**src/rtl/lsu_pkg.sv**
```systemverilog
// Shared types and helpers for the load/store unit: access-size and FSM
// state encodings, plus the alignment rule used at accept time.
package lsu_pkg;

    typedef enum logic [1:0] {
        SZ_B = 2'd0,
        SZ_H = 2'd1,
        SZ_W = 2'd2,
        SZ_D = 2'd3
    } lsu_size_e;

    typedef enum logic [1:0] {
        IDLE = 2'd0,
        REQ  = 2'd1,
        RESP = 2'd2,
        DONE = 2'd3
    } lsu_state_e;

    // True when an access of this size cannot be issued at this address.
    // A dword access is only meaningful on a 64-bit datapath.
    function automatic logic lsu_misaligned(input lsu_size_e size,
                                            input logic [2:0] addr_lo,
                                            input logic dword_ok);
        logic mis;
        case (size)
            SZ_B:    mis = 1'b0;
            SZ_H:    mis = addr_lo[0];
            SZ_W:    mis = |addr_lo[1:0];
            default: mis = !dword_ok || (|addr_lo);
        endcase
        return mis;
    endfunction

    // Number of data bits carried by an access of the given size.
    function automatic logic [6:0] lsu_size_bits(input lsu_size_e size);
        return 7'd8 << size;
    endfunction

    // Number of bytes touched by an access of the given size.
    function automatic logic [3:0] lsu_size_bytes(input lsu_size_e size);
        return 4'd1 << size;
    endfunction

endpackage

```
**src/rtl/lsu_lane_align.sv**
```systemverilog
// Combinational lane steering. Store side: trims the right-justified store
// data to the access size, shifts it into the addressed byte lane and builds
// the byte enables. Load side: shifts the addressed lane down to bit 0,
// truncates to the access size and sign/zero-extends.
module lsu_lane_align
    import lsu_pkg::*;
#(
    parameter  int DATA_W = 32,
    localparam int OFF_W  = $clog2(DATA_W / 8)
) (
    input  lsu_size_e              st_size_i,
    input  logic [OFF_W-1:0]       st_off_i,
    input  logic [DATA_W-1:0]      st_wdata_i,
    output logic [DATA_W-1:0]      st_wdata_o,
    output logic [DATA_W/8-1:0]    st_be_o,
    input  lsu_size_e              ld_size_i,
    input  logic [OFF_W-1:0]       ld_off_i,
    input  logic                   ld_sext_i,
    input  logic [DATA_W-1:0]      ld_rdata_i,
    output logic [DATA_W-1:0]      ld_data_o
);

    localparam int NB = DATA_W / 8;

    logic [6:0]        st_bits;
    logic [6:0]        ld_bits;
    logic [3:0]        st_bytes;
    logic [3:0]        st_off_ext;
    logic [DATA_W-1:0] st_masked;
    logic [DATA_W-1:0] ld_shifted;
    logic              ld_msb;

    assign st_bits    = lsu_size_bits(st_size_i);
    assign ld_bits    = lsu_size_bits(ld_size_i);
    assign st_bytes   = lsu_size_bytes(st_size_i);
    assign st_off_ext = 4'(st_off_i);

    assign ld_shifted = ld_rdata_i >> {ld_off_i, 3'b000};
    assign st_wdata_o = st_masked << {st_off_i, 3'b000};

    // Sign bit of the loaded item sits at the top of its size window.
    always_comb begin
        case (ld_size_i)
            SZ_B:    ld_msb = ld_shifted[7];
            SZ_H:    ld_msb = ld_shifted[15];
            SZ_W:    ld_msb = ld_shifted[31];
            default: ld_msb = ld_shifted[DATA_W-1];
        endcase
    end

    // Per-bit size trimming for stores and truncate/extend for loads.
    generate
        for (genvar gi = 0; gi < DATA_W; gi++) begin : g_bit
            assign st_masked[gi] = (7'(gi) < st_bits) ? st_wdata_i[gi] : 1'b0;
            assign ld_data_o[gi] = (7'(gi) < ld_bits) ? ld_shifted[gi]
                                                      : (ld_sext_i & ld_msb);
        end
    endgenerate

    // A lane is enabled when it falls inside [offset, offset + bytes).
    generate
        for (genvar gi = 0; gi < NB; gi++) begin : g_be
            assign st_be_o[gi] = (4'(gi) >= st_off_ext) &&
                                 (4'(gi) < (st_off_ext + st_bytes));
        end
    endgenerate

endmodule

```
**src/rtl/load_store_unit.sv**
```systemverilog
// Sequential load/store unit between the pipeline and a req/gnt/rvalid data
// memory port. Misaligned or illegal-size accesses complete with a fault
// without touching the bus; bus errors and response timeouts complete with
// o_bus_err. All bus-side and completion outputs are registered.
module load_store_unit
    import lsu_pkg::*;
#(
    parameter int          DATA_W      = 32,
    parameter int          ADDR_W      = 32,
    parameter int unsigned TIMEOUT_CYC = 255
) (
    input  logic                clk,
    input  logic                rst_n,
    input  logic                i_valid,
    output logic                o_ready,
    input  logic [ADDR_W-1:0]   i_addr,
    input  logic [DATA_W-1:0]   i_wdata,
    input  logic                i_we,
    input  logic [1:0]          i_size,
    input  logic                i_sign_ext,
    output logic [DATA_W-1:0]   o_rdata,
    output logic                o_done,
    output logic                o_misaligned,
    output logic                o_bus_err,
    output logic                o_stall,
    output logic                o_mem_req,
    output logic                o_mem_we,
    output logic [ADDR_W-1:0]   o_mem_addr,
    output logic [DATA_W-1:0]   o_mem_wdata,
    output logic [DATA_W/8-1:0] o_mem_be,
    input  logic                i_mem_gnt,
    input  logic                i_mem_rvalid,
    input  logic [DATA_W-1:0]   i_mem_rdata,
    input  logic                i_mem_err
);

    localparam int NB    = DATA_W / 8;
    localparam int OFF_W = $clog2(NB);
    localparam int CNT_W = (TIMEOUT_CYC > 0) ? $clog2(TIMEOUT_CYC + 1) : 1;
    localparam logic [CNT_W-1:0] TIMEOUT_VAL = CNT_W'(TIMEOUT_CYC);

    lsu_state_e         state_q;
    lsu_size_e          size_q;
    logic [OFF_W-1:0]   off_q;
    logic               sext_q;
    logic               we_q;
    logic               mem_req_q;
    logic               mem_we_q;
    logic [ADDR_W-1:0]  mem_addr_q;
    logic [DATA_W-1:0]  mem_wdata_q;
    logic [NB-1:0]      mem_be_q;
    logic [DATA_W-1:0]  rdata_q;
    logic               done_q;
    logic               mis_q;
    logic               bus_err_q;
    logic [CNT_W-1:0]   cnt_q;
    logic [CNT_W-1:0]   cnt_d;

    lsu_size_e          acc_size;
    logic [OFF_W-1:0]   acc_off;
    logic               acc_mis;
    logic [ADDR_W-1:0]  acc_addr;
    logic [DATA_W-1:0]  st_wdata;
    logic [NB-1:0]      st_be;
    logic [DATA_W-1:0]  ld_data;

    assign acc_size = lsu_size_e'(i_size);
    assign acc_off  = i_addr[OFF_W-1:0];
    assign acc_mis  = lsu_misaligned(acc_size, i_addr[2:0], DATA_W == 64);
    assign acc_addr = i_addr & ~ADDR_W'(NB - 1);
    assign cnt_d    = cnt_q + 1'b1;

    lsu_lane_align #(
        .DATA_W (DATA_W)
    ) u_align (
        .st_size_i  (acc_size),
        .st_off_i   (acc_off),
        .st_wdata_i (i_wdata),
        .st_wdata_o (st_wdata),
        .st_be_o    (st_be),
        .ld_size_i  (size_q),
        .ld_off_i   (off_q),
        .ld_sext_i  (sext_q),
        .ld_rdata_i (i_mem_rdata),
        .ld_data_o  (ld_data)
    );

    // Stall covers the bus phases and the cycle an aligned access is taken.
    assign o_ready      = (state_q == IDLE);
    assign o_stall      = (state_q == REQ) || (state_q == RESP) ||
                          ((state_q == IDLE) && i_valid && !acc_mis);
    assign o_rdata      = rdata_q;
    assign o_done       = done_q;
    assign o_misaligned = mis_q;
    assign o_bus_err    = bus_err_q;
    assign o_mem_req    = mem_req_q;
    assign o_mem_we     = mem_we_q;
    assign o_mem_addr   = mem_addr_q;
    assign o_mem_wdata  = mem_wdata_q;
    assign o_mem_be     = mem_be_q;

    // Transaction FSM with registered bus and completion outputs.
    always_ff @(posedge clk or negedge rst_n) begin
        if (!rst_n) begin
            state_q     <= IDLE;
            size_q      <= SZ_B;
            off_q       <= '0;
            sext_q      <= 1'b0;
            we_q        <= 1'b0;
            mem_req_q   <= 1'b0;
            mem_we_q    <= 1'b0;
            mem_addr_q  <= '0;
            mem_wdata_q <= '0;
            mem_be_q    <= '0;
            rdata_q     <= '0;
            done_q      <= 1'b0;
            mis_q       <= 1'b0;
            bus_err_q   <= 1'b0;
            cnt_q       <= '0;
        end else begin
            done_q    <= 1'b0;
            mis_q     <= 1'b0;
            bus_err_q <= 1'b0;
            case (state_q)
                IDLE: begin
                    if (i_valid) begin
                        size_q <= acc_size;
                        off_q  <= acc_off;
                        sext_q <= i_sign_ext;
                        we_q   <= i_we;
                        if (acc_mis) begin
                            state_q <= DONE;
                            done_q  <= 1'b1;
                            mis_q   <= 1'b1;
                        end else begin
                            state_q     <= REQ;
                            mem_req_q   <= 1'b1;
                            mem_we_q    <= i_we;
                            mem_addr_q  <= acc_addr;
                            mem_be_q    <= st_be;
                            mem_wdata_q <= st_wdata;
                        end
                    end
                end
                REQ: begin
                    cnt_q <= '0;
                    if (i_mem_gnt) begin
                        state_q   <= RESP;
                        mem_req_q <= 1'b0;
                        mem_we_q  <= 1'b0;
                    end
                end
                RESP: begin
                    if (i_mem_rvalid) begin
                        state_q   <= DONE;
                        done_q    <= 1'b1;
                        bus_err_q <= i_mem_err;
                        if (!we_q && !i_mem_err) begin
                            rdata_q <= ld_data;
                        end
                    end else if ((TIMEOUT_CYC != 0) && (cnt_d == TIMEOUT_VAL)) begin
                        state_q   <= DONE;
                        done_q    <= 1'b1;
                        bus_err_q <= 1'b1;
                    end else begin
                        cnt_q <= cnt_d;
                    end
                end
                DONE: begin
                    state_q <= IDLE;
                end
                default: begin
                    state_q <= IDLE;
                end
            endcase
        end
    end

endmodule

```
**config.mk**
```make
export PLATFORM = sky130hd
export DESIGN_NAME = load_store_unit
export DESIGN_NICKNAME = d
export VERILOG_FILES = /design/src/rtl/lsu_pkg.sv /design/src/rtl/lsu_lane_align.sv /design/src/rtl/load_store_unit.sv
export SDC_FILE = /design/constraint.sdc
export NUM_CORES = 1
export LEC_CHECK = 0
export CAP_MARGIN = 20
export CELL_PAD_IN_SITES_DETAIL_PLACEMENT = 1
export CELL_PAD_IN_SITES_GLOBAL_PLACEMENT = 1
export CORE_MARGIN = 2
export CORE_UTILIZATION = 34
export DETAILED_ROUTE_END_ITERATION = 16
export GPL_TIMING_DRIVEN = 0
export PLACE_DENSITY = 0.88
export SETUP_SLACK_MARGIN = 0.05
export SYNTH_ARGS = -nofsm -noshare
export SYNTH_HDL_FRONTEND = slang
export SYNTH_SLANG_ARGS = --single-unit
```
**constraint.sdc**
```tcl
create_clock -name clk -period 2.4 [get_ports clk]
set_input_delay 0.24 -clock clk [delete_from_list [all_inputs] [get_ports clk]]
set_output_delay 0.24 -clock clk [all_outputs]
set_load 0.01 [all_outputs]
```
== Word level (Yosys, flattened, before mapping) ==
Index checks and enable logic that the tools add are counted.

* Register bits after elaboration: 119
* Input port bits: 106
* Output and inout port bits: 107
* Word-level logic and storage cells: 223

* $add $sub $neg: 2
* $lt $le $gt $ge: 72
* Eq/ne operators: 13
* Shift operators: 5
* Mux-type cells: 90
* Bitwise logic cells: 2
* Reductions and logical operators: 24

{| class="wikitable"
|+ Operators with widths
! kind !! count
|-
| less-than comparator 5 x 7 -> 1 bit (first input constant) || 32
|-
| less-than comparator 4 x 7 -> 1 bit (first input constant) || 16
|-
| two-way mux 1 bit || 76
|-
| less-than comparator 3 x 7 -> 1 bit (first input constant) || 8
|-
| left shift 32 x 5 -> 32 bit || 1
|-
| >> shifter 32 x 5 -> 32 bit || 1
|-
| less-than comparator 1 x 7 -> 1 bit (first input constant) || 4
|-
| less-than comparator 2 x 7 -> 1 bit (first input constant) || 4
|-
| two-way mux 8 bit || 2
|-
| one-hot mux 8 bit (2 select lines) || 1
|-
| left shift 4 x 2 -> 7 bit (first input constant) || 2
|-
| AND reduction 3 bit || 4
|-
| two-way mux 2 bit || 5
|-
| != test 2 bit (second input constant) || 5
|-
| adder 8 x 1 -> 8 bit (second input constant) || 1
|-
| equality test 8 bit (second input constant) || 1
|-
| less-than comparator 1 x 4 -> 1 bit (first input constant) || 2
|-
| less-than comparator 2 x 4 -> 1 bit (first input constant) || 2
|-
| one-hot mux 1 bit (2 select lines) || 4
|-
| one-hot mux 2 bit (4 select lines) || 1
|-
| logical AND 1 bit || 7
|-
| equality test 2 x 1 -> 1 bit (second input constant) || 3
|-
| equality test 2 bit (second input constant) || 3
|-
| logical NOT 2 bit || 3
|-
| 14 further kinds || 20
|}

== Logic depth before layout (Yosys ltp) ==
Gate-level depths: netlist of the first run.

* Depth in word-level cells: 5
* Depth in mapped cells: 11

== Hierarchy ==
Synthesis of the first run repeated with hierarchy kept, for this count alone.

* Cell total of the unflattened synthesis: 527
* Area, all modules: 6233.5 um^2

{| class="wikitable"
|+ Modules (own cells, without submodules)
! module !! instances !! cells each !! area an instance (um^2)
|-
| load_store_unit || 1 || 320 || 4813.4
|-
| lsu_lane_align || 1 || 207 || 1420.1
|}

== Least setup slack after synthesis of the first run ==
No wires, ideal clock.

* Kind: input to register
* From: input i_size[1]
* To: register mem_be_q[2] (netlist: o_mem_be[2])
* Arrival: 1959 ps
* Required time: 2282 ps
* Path slack: 323 ps
* Stages: 10
* Buffers on the path: 3
* Cell sequence: buf_6 -> or2_1 -> buf_6 -> clkbuf_1 -> inv_1 -> ha_1 -> fa_1 -> o21ai_0 -> a221oi_2 -> a21o_1

* Longest elaborated chain between the ends: 4
* Elaborated cells between the ends (all ways): 10
* Classes of those cells: add/sub (1); order compare (1); eq/ne (2); shift (1); mux (1); bitwise (1); reduce/logical (3)

{| class="wikitable"
|+ Ends and longest elaborated chain
! what !! RTL line !! source
|-
| start: declaration || load_store_unit.sv:19 || <nowiki>input logic [1:0] i_size,</nowiki>
|-
| left shift 1 x 2 -> 4 bit, or another cell as far along || lsu_pkg.sv:41 || <nowiki>return 4'd1 << size;</nowiki>
|-
| adder 2 x 4 -> 4 bit or one-hot mux 1 bit (3 select lines) (tied branches) || lsu_lane_align.sv:64, lsu_pkg.sv:25 ||
|-
| less-than comparator 2 x 4 -> 1 bit or inverter 1 bit (tied branches) || - ||
|-
| logical AND 1 bit or AND reduction 3 bit (tied branches) || - ||
|-
| end signal: assignment || load_store_unit.sv:140 || <nowiki>mem_be_q <= st_be;</nowiki>
|-
| end: declaration || load_store_unit.sv:51 || <nowiki>logic [NB-1:0] mem_be_q;</nowiki>
|}

Several ways; a longest one is shown, not always the timed one.
A chain may end at the register's enable or synchronous reset.

== Worst setup path after layout of the first run ==
* From: register state_q[0]
* To: output o_stall

* Longest elaborated chain between the ends: 4
* Elaborated cells between the ends (all ways): 7
* Classes of those cells: eq/ne (2); reduce/logical (5)

{| class="wikitable"
|+ Ends and longest elaborated chain
! what !! RTL line !! source
|-
| start: declaration || load_store_unit.sv:42 || <nowiki>lsu_state_e state_q;</nowiki>
|-
| start signal: assignment || load_store_unit.sv:105 || <nowiki>state_q <= IDLE;</nowiki>
|-
| start signal: assignment || load_store_unit.sv:132 || <nowiki>state_q <= DONE;</nowiki>
|-
| start signal: assignment || load_store_unit.sv:136 || <nowiki>state_q <= REQ;</nowiki>
|-
| logical NOT 2 bit || load_store_unit.sv:91 || <nowiki>((state_q == IDLE) && i_valid && !acc_mis);</nowiki>
|-
| logical AND 1 bit (2 in series) || load_store_unit.sv:91 ||
|-
| logical OR 1 bit * || load_store_unit.sv:90 || <nowiki>assign o_stall = (state_q == REQ) || (state_q == RESP) ||</nowiki>
|-
| end: declaration || load_store_unit.sv:25 || <nowiki>output logic o_stall,</nowiki>
|}

Every way passes the cells marked *; elsewhere a longest branch is shown, timed or not.

==> impl_results.md, run 1 <==
* Arr. time, crit path at 2.04 ns
* Boundary Pins at 213
* RePlAce Congestion at 0.827
* Clock power frac at 22.0%
* Crit path max-delay family: buffers and inverters
* Cells after DPL at 1016
* Slowest Stage Delay on Critical Path at 0.41 ns
* First DRT Iteration DRCs at 297
* Non-Filler Instances at 1056
* Hold Vio Cnt, Final at 0
* Final-report max-slew violation count at 0
* Worst setup path category: reg2out
* IO Port Bufs at 209
* Vias in the first global route at 6032
* Clk buf depth at 2
* Grt ovf at 0
* Synth cell count leaders: dfrtp_1, nand2_1, mux2_2
* FP Rows at 48
* Worst clock skew at 0.00921 ns
* Crit path max fanout at 19
* Psw at 0.00414 W
* DP Area at 8420 sq um
* Post-route cell area at 9130 sq um
* Global-route wire length before repair at 32400 um
* Setup violators final at 0
* CTS H-tree depth at 4
* Critical path endpoint category: output pin
* Leak Pwr at 3.86 nW
* Die W at 137 um
* Cell-internal power at 0.00743 W
* Relative slew margins at 57.6%
* Flop pwr share at 30.7%
* Hpwl dp at 15500 um
* Total negative setup slack at 0 ns
* Core footprint at 17300 sq um
* Wire length per cell at 20.2 um
* RSZ-0062 raised after global routing: no
* Routed Antenna Nets at 0
* Synthesis Warnings at 0
* TritonCTS buffer count at 17
* Top-count cell post-synth: dfrtp_1
* Nets@finish at 930
* Clk Latency, worst-skew pair at 0.42 ns
* Initial core utilization at 34.8%
* CP max-delay cell: dfrtp_1
* Die Y at 137 um
* DR pass1 iterations at 4
* Buffers & Inverters on Critical Path at 3
* Vias per cell at 5.32
* GR Util All Layers at 22.7%
* Root Driver: clkbuf_16
* Max VDD drop at 0.555 mV
* Worst-Margin Slew at 0.636 ns
* Switching share of power at 35.8%
* DRC violations left at 0
* Period utilisation layout at 95.1%
* Largest cells by area after synthesis: dfrtp_1, mux2_2, a21oi_1
* Mapped Cells at 580
* Hold crit path type: in2reg
* Die area at 18800 sq um
* Most area-hungry cell type in the Yosys netlist: dfrtp_1
* Clock transition at the registers of the reported paths at 0.06 ns
* Synth top area share at 49.5%
* Average cell area after synthesis at 10.4 sq um
* Post-detailed-routing wire length at 21300 um
* Status: finished clean
* Worst EP required at 2.16 ns
* Max Cap Viol at 0
* Antenna violations before repair at 2
* Via count at 5623
* Sequential fraction of the synthesis area at 49.5%
* Final min period at 2.28 ns
* Syn-to-layout area delta at 51.8%
* Fmax at 0.438 GHz
* Syn Std Cell Area at 6020 sq um
* Yosys reg bits at 119
* CTS tree: yes
* Layout cells sized above 1 at 17.1%
* Pwr/cell area at 1270 nW/um^2
* Synth async-reset ratio at 100%
* FF-to-FF setup slack at 0.15 ns
* Gate power share at 47.3%
* Clock sink count at 119
* Post-synth EDFFs at 0
* Worst path cell trace: inv_2, ha_4, nand2_8, or2_4, buf_12, nand2b_1, clkdlybuf4s15_2
* Largest net degree at the start of global routing at 62
* Yosys cell types at 59
* Crit path launch type: register
* Post-synth top flop: dfrtp_1
logic make-up after synthesis:
logic type               after synthesis  share of synthesized area [%]
buffers and inverters                 54                           4.37
other                                  1                         0.0623
adder cells (fa/ha/maj)                9                           1.96
AND/OR/NAND/NOR                      147                           11.1
XOR/XNOR                               2                          0.291
AO/OA/AOI/OAI                        170                           18.2
multiplexers                          78                           14.5
flip-flops                           119                           49.5
power groups by stage:
stage / Clock (W) / Combinational [W] / Sequential [W]
2_1_floorplan: 0 / 0.00220 / 0.00385
3_5_place_dp: 0 / 0.00529 / 0.00358
3_3_place_gp: 0 / 0.00513 / 0.00352
4_1_cts: 0.00260 / 0.00539 / 0.00356
5_1_grt: 0.00269 / 0.00593 / 0.00367
6_report: 0.00255 / 0.00548 / 0.00355
timing repair:
| action | in CTS | in global routing |
|---|---|---|
| hold endpoints to repair | 58 | 0 |
| hold buffers | 1 | 0 |
| resized for setup | 17 | 13 |
| pin swaps | 1 | 3 |
| setup buffers | 0 | 6 |
| endpoints found under the setup margin | 85 | 34 |
placed cells by master (no fill, tap or decap), drive strengths merged, types with 3 or more instances in the layout:
cell type	netlist	final
a21o	4	4
a21oi	53	53
a22o	16	16
a22oi	16	16
a31oi	8	8
buf	22	27
clkbuf	19	39
clkdlybuf4s50	0	205
clkinv	0	8
dfrtp	119	119
ha	7	7
inv	13	15
mux2	60	60
mux2i	18	18
nand2	64	64
nand2b	3	3
nand3	10	10
nand3b	4	4
nand4	4	4
nor2	35	35
nor2b	6	6
nor3	6	6
o211ai	6	6
o21ai	47	47
or2	4	4
or3	4	4
cell type report:
cell class                      count  area (sq um)
Antenna cell                        2          5.00
Buffer                             39           219
Clock buffer                       18           439
Clock inverter                     14           151
Fill cell                        1927          8170
Inverter                           13          48.8
Multi-Input combinational cell    408          2830
Sequential cell                   119          2980
Tap cell                          225           282
Timing Repair Buffer              218          2180
routing by layer:
layer | routed length [um] | vias to the layer above | global-route usage, % | part of all wire (%)
met5 | 0 | - | 0 | 0
met4 | 527 | 0 | 7.79 | 2.5
met3 | 1450 | 36 | 6.26 | 6.8
met2 | 10600 | 192 | 39.5 | 50
met1 | 8740 | 2827 | 26.9 | 41
li1 | - | 2568 | - | -
metrics by stage:
step / setup slack, ns / hold slack, ns / utilization, % / power [W]
3_3_place_gp: -3.74 / 0.459 / 48.5 / 0.00864
3_5_place_dp: -0.565 / 0.252 / 48.7 / 0.00887
2_1_floorplan: 0.323 / -0.0556 / - / 0.00606
6_report: 0.118 / 0.119 / 52.8 / 0.0116
4_1_cts: -0.0586 / 0.101 / 52.3 / 0.0116
5_1_grt: 0.0377 / 0.105 / 52.8 / 0.0123
flip-flops by register name (all words and copies together), names as in the netlist:
| signal | flops |
|---|---|
| o_misaligned | 1 |
| o_mem_be | 4 |
| o_bus_err | 1 |
| off_q | 2 |
| size_q | 2 |
| o_done | 1 |
| o_rdata | 32 |
| we_q | 1 |
| cnt_q | 8 |
| o_mem_wdata | 32 |
| state_q | 2 |
| o_mem_req | 1 |
| o_mem_we | 1 |
| o_mem_addr | 30 |
| sext_q | 1 |
worst register-to-register path, cell delays in order, from the launching register on:
cell and delay, ns:
dfrtp_1 0.34, clkbuf_1 0.50, buf_2 0.41, buf_2 0.30, mux2i_1 0.20, o21ai_0 0.11, mux2_2 0.29
path summary, 6_finish.rpt:
path                              from              to  cells after the start
min                          i_size[1]       size_q[1]                      2
max in group asynchronous        rst_n  o_mem_wdata[2]                      3
max reg2reg                   off_q[0]      o_rdata[2]                      6
max                         state_q[0]         o_stall                      7
min reg2reg                o_mem_be[3]     o_mem_be[3]                      2
min in group asynchronous        rst_n   o_mem_addr[4]                      2
Note: power is estimated with default switching activity, not from simulation.
==> run 2, diff against run 1 <==
--- a/config.mk
+++ b/config.mk
@@ -12,7 +12,8 @@
 export CORE_UTILIZATION = 34
 export DETAILED_ROUTE_END_ITERATION = 16
 export GPL_TIMING_DRIVEN = 0
-export PLACE_DENSITY = 0.88
+export PLACE_DENSITY_LB_ADDON = 0.1
+export REMOVE_ABC_BUFFERS = 1
 export SETUP_SLACK_MARGIN = 0.05
 export SYNTH_ARGS = -nofsm -noshare
 export SYNTH_HDL_FRONTEND = slang
==> run 2 against run 1 <==
Compared with the run above: routed wire length is 12% lower; via count is 6.0% lower; fmax is 3.3% higher; combinational power is 8.4% lower; register-to-register slack better by 0.04 ns; cell count is 2.9% lower; clock power is 2% lower; global-route usage is 2.4 points lower; die area stayed put; clock skew is 0.0012 ns higher.
==> impl_results.md, run 2 (synthesis gave the netlist of run 1 again) <==
* Status: finished clean
* Final-report max-slew violation count at 0 (unchanged)
* Most used cell along the critical path: a21oi_1
* Hold Vio Cnt, Final at 0 (unchanged)
* CP max-delay cell: dfrtp_2
* Final setup margin at 0.190 ns (+0.0726 ns)
* GR peak layer: met2
* Layout cells sized above 1 at 16.4% (-0.75 points)
* Post-route cell area at 9060 sq um (-0.82%)
* Setup violators final at 0 (unchanged)
* CTS tree: yes
* Global-route wire length before repair at 29500 um (-9.0%)
* IO Port Bufs at 210 (+0.48%)
* Final min period at 2.21 ns (-0.0726 ns)
* Vias per cell at 5.16 (-3.2%)
* Routed Antenna Nets at 0 (unchanged)
* Period utilisation layout at 92.1% (-3.0 points)
* DRC violations left at 0 (unchanged)
* Worst-Margin Slew at 0.898 ns (+0.262 ns)
* GRT met1 Usage at 25.7% (-1.2 points)
* Antenna violations before repair at 0 (-2)
* Final core occ at 52.4% (-0.43 points)
* Die Y at 137 um (unchanged)
* Worst setup path category: reg2reg
* Root Driver: clkbuf_16
* Total negative setup slack at 0 ns (unchanged)
* Clk Latency, worst-skew pair at 0.42 ns (about the same)
* Wire length per cell at 18.3 um (-9.0%)
* GR Util All Layers at 20.3% (-2.4 points)
* Most frequent cells in the layout: clkdlybuf4s50_1, dfrtp_1, nand2_1, mux2_2, a21oi_1
* TritonCTS buffer count at 17 (unchanged)
* Pwr/cell area at 1240 nW/um^2 (-2.2%)
* RSZ-0062 raised after global routing: no
* Routing usage on met3 at 4.52% (-1.7 points)
* Worst EP required at 2.73 ns (+0.57 ns)
* Pre-CTS setup slack at -0.936 ns (-0.372 ns)
* Hpwl dp at 13400 um (-13%)
* CTS H-tree depth at 4 (unchanged)
* Boundary Pins at 213 (unchanged)
* Commonest non-fill, non-tap cell in the layout: clkdlybuf4s50_1
* FF-to-FF setup slack at 0.19 ns (+0.04 ns)
* Max VDD drop at 0.564 mV (+1.6%)
* Vias in the first global route at 5552 (-8.0%)
* Clock sink count at 119 (unchanged)
* Syn-to-layout area delta at 50.5%
* Grt met2 use at 34.2% (-5.4 points)
* FP Rows at 48 (unchanged)
* Die area at 18800 sq um (unchanged)
* Crit path max fanout at 27 (+8)
* Hold crit path type: in2async
* Final hold slack at 0.285 ns (+0.165 ns)
* Grt ovf at 0 (unchanged)
* Largest net degree at the start of global routing at 86 (+39%)
* Arr. time, crit path at 2.54 ns (+0.50 ns)
* Slowest Stage Delay on Critical Path at 0.79 ns (+0.38 ns)
* DR pass1 iterations at 7 (+3)
* Critical path endpoint category: register
* RePlAce Congestion at 0.811 (-2.0%)
* Fmax at 0.453 GHz (+3.3%)
* Leak Pwr at 3.82 nW (-1.1%)
* Max Cap Viol at 0 (unchanged)
* Worst clock skew at 0.0104 ns (+0.00119 ns)
* Clk buf depth at 2 (unchanged)
* First DRT Iteration DRCs at 172 (-42%)
* Initial core utilization at 34.8% (unchanged)
* Core footprint at 17300 sq um (unchanged)
* Nets@finish at 901 (-3.1%)
* Antenna diodes at 0 (-2)
* Via count at 5284 (-6.0%)
* Worst path cell trace: mux2i_1, mux2_2, a211oi_4, a21oi_1, a21oi_1
* Crit path launch type: register
* Post-detailed-routing wire length at 18800 um (-12%)
* Relative slew margins at 40.1% (-17 points)
* Die W at 137 um (unchanged)
* Clock transition at the registers of the reported paths at 0.06 ns (about the same)
* DP Area at 8340 sq um (-1.0%)
[run 2: changes by cell type in the layout (fill, tap and decap cells not counted), moves of 2 or more]
cell / previous run / this run
buf_1: 3 / 0
clkinv_4: 5 / 7
buf_16: 1 / 3
clkbuf_2: 10 / 0
diode_2: 2 / 0
dfrtp_1: 119 / 117
buf_2: 8 / 0
clkbuf_1: 10 / 0
clkinv_2: 3 / 1
[run 2: worst paths after layout]
kind	from	endpoint	cells after the start
max reg2reg	off_q[1]	o_rdata[10]	5
min in group clk	i_size[1]	o_mem_wdata[17]	3
max in group asynchronous	rst_n	o_mem_be[1]	3
max	off_q[1]	o_rdata[10]	5
min	rst_n	o_done	2
min reg2reg	o_mem_be[2]	o_mem_be[2]	1
[run 2: repair_timing]
action | 4_1_cts | 5_1_grt
gates resized for setup | 21 | 4
setup endpoints to repair | 91 | 19
gates cloned | 0 | 0
pin swaps | 4 | 2
hold buffers | 1 | 0
buffers inserted | 4 | 5
hold endpoints to repair | 34 | 0
[run 2: report_power, final]
part / total [W] / switching [W] / leakage (nW) / internal [W]
logic: 0.00502 / 0.00217 / 2.06 / 0.00285
registers: 0.00372 / 0.000770 / 1.48 / 0.00295
clock network: 0.00249 / 0.00101 / 0.283 / 0.00147
total: 0.0112 / 0.00395 / 3.82 / 0.00727
[run 2: routing by layer]
| layer | vias up | share of wire, % | wire [um] |
|---|---|---|---|
| li1 | 2518 | - | - |
| met1 | 2603 | 44 | 8180 |
| met2 | 136 | 50 | 9330 |
| met3 | 27 | 5.1 | 949 |
| met4 | 0 | 1.8 | 338 |
| met5 | - | 0 | 0 |
[run 2: area by class of cell]
| class | instances | area, sq um |
|---|---|---|
| Sequential cell | 119 | 2980 |
| Fill cell | 1896 | 8240 |
| Clock buffer | 18 | 439 |
| Timing Repair Buffer | 228 | 2320 |
| Multi-Input combinational cell | 408 | 2840 |
| Clock inverter | 14 | 141 |
| Inverter | 13 | 48.8 |
| Tap cell | 225 | 282 |
[run 2: through the flow]
stage / std cells / power [W]
6_report: 1025 / 0.0112
5_1_grt: 1025 / 0.0120
4_1_cts: 1020 / 0.0113
3_5_place_dp: 983 / 0.00870
3_3_place_gp: 975 / 0.00850
2_1_floorplan: 540 / 0.00595
[run 2: worst max-delay path: cells and delay by family, from the launching register on]
| kind | cells | cell delay [ns] |
|---|---|---|
| DFF | 1 | 0.79 |
| muxes | 2 | 0.58 |
| AOI/OAI and AO/OA | 3 | 0.76 |
